## config.mk

```make
export PLATFORM = sky130hd
export DESIGN_NAME = rip_lsu
export DESIGN_NICKNAME = d
export VERILOG_FILES = /design/src/rtl/rip_lsu.sv
export SDC_FILE = /design/constraint.sdc
export NUM_CORES = 1
export LEC_CHECK = 0
export CORE_MARGIN = 3
export CORE_UTILIZATION = 25
export CTS_BUF_LIST = sky130_fd_sc_hd__clkbuf_16
export DETAILED_ROUTE_END_ITERATION = 6
export GPL_TIMING_DRIVEN = 0
export SLEW_MARGIN = 20
export SYNTH_ARGS = -nofsm -noshare
export SYNTH_HDL_FRONTEND = slang
export SYNTH_SLANG_ARGS = --single-unit
```

## constraint.sdc

```tcl
create_clock -name clk -period 2.09 [get_ports clk]
set_clock_uncertainty 0.15 [all_clocks]
set_input_delay 0.3135 -clock clk [delete_from_list [all_inputs] [get_ports clk]]
set_output_delay 0.3135 -clock clk [all_outputs]
set_load 0.005 [all_outputs]
```

## src/rtl/rip_lsu.sv

```systemverilog
// rip_lsu: single-outstanding RV32I load/store unit driving MMU data port 1.
// Generates lane byte-enables/replicated store data and extends returned load data.
module rip_lsu #(
    parameter int unsigned DATA_WIDTH = 32
) (
    input  logic                  clk,
    input  logic                  rst,
    input  logic                  req_valid,
    output logic                  req_ready,
    input  logic                  req_store,
    input  logic [2:0]            req_funct3,
    input  logic [DATA_WIDTH-1:0] req_addr,
    input  logic [DATA_WIDTH-1:0] req_wdata,
    output logic                  resp_valid,
    output logic                  resp_err,
    output logic [DATA_WIDTH-1:0] resp_rdata,
    output logic [3:0]            mem_we,
    output logic                  mem_re,
    output logic [DATA_WIDTH-1:0] mem_addr,
    output logic [DATA_WIDTH-1:0] mem_din,
    input  logic [DATA_WIDTH-1:0] mem_dout,
    input  logic                  mem_busy
);

    typedef enum logic [1:0] {IDLE, ISSUE, WAIT_BUSY, WAIT_DONE} state_t;

    state_t                  state_q, state_d;
    logic                    store_q;
    logic [2:0]              f3_q;
    logic [1:0]              off_q;
    logic [3:0]              be_q;
    logic                    accept;
    logic                    illegal;
    logic [3:0]              be_c;
    logic [DATA_WIDTH-1:0]   din_c;
    logic [DATA_WIDTH-1:0]   ld_shift;
    logic [DATA_WIDTH-1:0]   ld_data;

    // Request decode: legality, byte-enables and lane-replicated store data.
    always_comb begin
        illegal = (req_funct3 == 3'd3) || (req_funct3 == 3'd6) || (req_funct3 == 3'd7)
               || (req_store && (req_funct3 > 3'd2))
               || ((req_funct3[1:0] == 2'd1) && req_addr[0])
               || ((req_funct3 == 3'd2) && (req_addr[1:0] != 2'd0));
        case (req_funct3[1:0])
            2'd0: begin
                be_c  = 4'b0001 << req_addr[1:0];
                din_c = {4{req_wdata[7:0]}};
            end
            2'd1: begin
                be_c  = 4'b0011 << req_addr[1:0];
                din_c = {2{req_wdata[15:0]}};
            end
            default: begin
                be_c  = 4'b1111;
                din_c = req_wdata;
            end
        endcase
    end

    always_comb begin
        ld_shift = mem_dout >> {off_q, 3'b000};
        case (f3_q)
            3'd0:    ld_data = {{(DATA_WIDTH-8){ld_shift[7]}}, ld_shift[7:0]};
            3'd4:    ld_data = {{(DATA_WIDTH-8){1'b0}}, ld_shift[7:0]};
            3'd1:    ld_data = {{(DATA_WIDTH-16){ld_shift[15]}}, ld_shift[15:0]};
            3'd5:    ld_data = {{(DATA_WIDTH-16){1'b0}}, ld_shift[15:0]};
            default: ld_data = mem_dout;
        endcase
    end

    always_comb begin
        state_d   = state_q;
        req_ready = 1'b0;
        accept    = 1'b0;
        mem_we    = '0;
        mem_re    = 1'b0;
        case (state_q)
            IDLE: begin
                // Blocking on mem_busy lets a transaction orphaned by reset drain first.
                req_ready = !mem_busy;
                if (req_valid && !mem_busy) begin
                    accept = 1'b1;
                    if (!illegal) state_d = ISSUE;
                end
            end
            ISSUE: begin
                mem_re  = !store_q;
                mem_we  = store_q ? be_q : 4'b0000;
                state_d = WAIT_BUSY;
            end
            WAIT_BUSY: state_d = WAIT_DONE;
            WAIT_DONE: if (!mem_busy) state_d = IDLE;
            default:   state_d = IDLE;
        endcase
    end

    always_ff @(posedge clk) begin
        if (rst) begin
            state_q    <= IDLE;
            store_q    <= 1'b0;
            f3_q       <= '0;
            off_q      <= '0;
            be_q       <= '0;
            mem_addr   <= '0;
            mem_din    <= '0;
            resp_valid <= 1'b0;
            resp_err   <= 1'b0;
            resp_rdata <= '0;
        end else begin
            state_q    <= state_d;
            resp_valid <= 1'b0;
            resp_err   <= 1'b0;
            resp_rdata <= '0;
            if (accept) begin
                if (illegal) begin
                    resp_valid <= 1'b1;
                    resp_err   <= 1'b1;
                end else begin
                    store_q  <= req_store;
                    f3_q     <= req_funct3;
                    off_q    <= req_addr[1:0];
                    be_q     <= be_c;
                    mem_addr <= {req_addr[DATA_WIDTH-1:2], 2'b00};
                    mem_din  <= din_c;
                end
            end
            if ((state_q == WAIT_DONE) && !mem_busy) begin
                resp_valid <= 1'b1;
                resp_rdata <= store_q ? '0 : ld_data;
            end
        end
    end

endmodule

```

==> results.json <==
{
  "finalWeightedCongestion": 0.854,
  "path_buf_inv": 2,
  "final_cell_area_um2": 7430,
  "synthFlopType": "dfxtp_1",
  "viasPerCell": 4.62,
  "vias": 4629,
  "ctsHoldBuffers": 0,
  "synthesis.area_um2": 4700,
  "startpoint": "state_q[1]",
  "worst_pin_slew_ns": 0.776,
  "layout_setup_ws_ns": 0.0473,
  "num_io_pins": 208,
  "layout.nets": 877,
  "grt_pass1_vias": 4499,
  "cts.clk_slew.worst_paths_ns": 0.09,
  "syn2layout_area_growth_pct": 58.0,
  "path_depth": 4,
  "max_stage_delay_ns": 0.50,
  "hpwl_mm": 12.6,
  "rows": 49,
  "critPathLaunchType": "flip-flop",
  "dr.first_iter.drc_count": 175,
  "r2r_slack_ns": 0.15,
  "hold_class": "input port to flip-flop",
  "cts-buffers-inserted": 9,
  "final-hold-violation-count": 0,
  "async_flop_share_pct": 0,
  "yosysTopAreaCellShare_pct": 46.0,
  "drv_cap": 0,
  "die_y_um": 143,
  "h-tree-depth": 3,
  "finalWirelength_mm": 16.5,
  "outcome": "completed",
  "netlist_instances": 548,
  "ant_nets": 0,
  "cts_sinks": 108,
  "gr-total-overflow": 0,
  "ys_warn_count": 0,
  "crit_family": "buffers and inverters",
  "r2r-start": "off_q[1]",
  "crit_path_end_kind": "primary output",
  "synth_edf_count": 0,
  "synthTopCellsByCount": "nand2_1, dfxtp_1, a21oi_1",
  "cts.path.max_buffers": 2,
  "first_pass_iters": 4,
  "route.detailed.drc": 0,
  "drive_above_1_share_pct": 9.44,
  "required_ns": 1.63,
  "rsz0062_at_grt": "no",
  "synth_seq_cells": 108,
  "min_period_ns": 2.04,
  "port_buffers": 203,
  "ff2ff_path_depth": 5,
  "post_dp_cell_area_um2": 7030,
  "synth_area_per_cell_um2": 8.58,
  "core_um2": 18200,
  "crit_type": "flip-flop to primary output",
  "powerDensity_nw_per_um2": 667,
  "drv_slew": 0,
  "crit_path_cell_trace": "inv_2 -> ha_4 -> and3_1 -> clkdlybuf4s50_1",
  "fmax_ghz": 0.490,
  "ys_seq_area_share_pct": 46.0,
  "grt_usage_pct": 15.6,
  "grt_first_pass_wirelength_mm": 24.6,
  "antenna_found_initial": 2,
  "slowest_stage": "clkdlybuf4s50_1",
  "cp_data_arrival_time_ns": 1.58,
  "clk_latency_ns": 0.36,
  "period_share_pct": 97.7,
  "die-width_um": 143,
  "cp_max_fo": 5,
  "r2r-end": "resp_rdata[14]",
  "post-place-ws_ns": -0.443,
  "grt_max_degree": 21,
  "leakagePower_nw": 2.95,
  "synth_most_common_cell": "nand2_1",
  "synth_top_cell_by_area": "dfxtp_1",
  "crit_end": "mem_we[0]",
  "die-area_um2": 20500,
  "wl_per_cell_um": 16.4,
  "fillerInstances": 1859,
  "cts_tree": "yes",
  "start_util_pct": 25.8,
  "synth.area.top_cells": "dfxtp_1, nand2_1, mux2i_1",
  "relSlewSlack_pct": 48.2,
  "ctsRootBufferMaster": "clkbuf_16",
  "synth_cell_type_count": 42,
  "setup_violations": 0,
  "vdd_drop_max_v": 0.000591
}
==> registers in the layout (all words and copies together), names as in the netlist <==
name / count
f3_q: 3
mem_addr: 30
be_q: 4
off_q: 2
store_q: 1
resp_rdata: 32
state_q: 2
resp_valid: 1
mem_din: 32
resp_err: 1
==> layout by cell type, fill, tap and decap left out, types with 9 or more instances in the layout <==
cell             synthesis  layout
clkbuf_1                18      12
buf_4                    6      11
mux2i_1                 34      34
clkdlybuf4s50_1          0     195
a21oi_1                 65      65
o21ai_0                 30      30
a311oi_1                10      10
nand2_1                120     120
clkbuf_16                0       9
nor2_1                  36      35
a21o_1                  31      31
a211oi_1                 9       9
dfxtp_1                108     105
buf_2                   13      10
==> repair_timing <==
item                                    in CTS  in global routing
gates resized for setup                     14                 15
endpoints found under the setup margin      62                 87
pin swaps                                    0                  2
hold endpoints to repair                     0                  0
buffers inserted                             1                  4
==> report_power, final <==
part           switching [mW]  total [mW]  internal, mW  leakage [nW]
combinational           0.467        1.01         0.544          1.94
sequential             0.0657        2.22          2.16         0.875
clock                   0.881        1.72         0.842         0.138
==> logic make-up after synthesis <==
group           count (synthesis)  synth area share (%)
flops                         108                  46.0
compound gates                170                  23.4
simple gates                  180                  16.4
mux                            36                  7.79
other cells                     1                0.0797
buf+inv                        48                  4.97
fa+ha+maj                       5                  1.33
==> how the worst min path moves through the flow <==
stage	startpoint	endpoint	slack (ns)	cells after the start
after floorplan	mem_dout[16]	resp_rdata[16]	0.27	1
after global placement	mem_addr[7]	mem_addr[7]	0.29	2
after detailed placement	mem_addr[21]	mem_addr[21]	0.30	2
after CTS	req_addr[0]	off_q[0]	0.17	3
after global routing	req_addr[0]	off_q[0]	0.18	3
final	req_funct3[2]	f3_q[2]	0.17	3
==> area by class of cell <==
| class | count | area (µm²) | area share (%) |
|---|---|---|---|
| Clock buffer | 9 | 225 | 3.03 |
| Sequential cell | 108 | 2170 | 29.1 |
| Multi-Input combinational cell | 393 | 2350 | 31.6 |
| Tap cell | 229 | 287 | 3.86 |
| Antenna cell | 1 | 2.50 | 0.0337 |
| Inverter | 4 | 15.0 | 0.202 |
| Timing Repair Buffer | 208 | 2090 | 28.1 |
| Buffer | 44 | 234 | 3.15 |
| Clock inverter | 7 | 68.8 | 0.926 |
==> tightest hold or removal path: cells and delay by family <==
kind | cells | cell delay [ns]
buffers and inverters | 1 | 0.19
AND/OR/NAND/NOR | 1 | 0.08
AO/OA/AOI/OAI | 1 | 0.05
==> layer usage <==
layer	track usage, %	wire [µm]	vias up
met5	0	22	-
met4	4.70	246	4
met3	7.67	1850	19
met2	24.9	7310	184
met1	18.5	7020	2100
li1	-	-	2322
==> stage by stage <==
step	utilization (%)	setup TNS [ns]	power, mW	hold slack (ns)	std cells
after CTS	40.4	0	5.02	0.172	998
after global placement	38.6	-30.45	3.25	0.291	981
final	40.8	0	4.96	0.171	1003
after floorplan	-	0	2.70	0.273	549
after global routing	40.8	0	5.22	0.178	1002
after detailed placement	38.6	-32.21	3.25	0.296	981
Power figures use the tool's default switching activity.
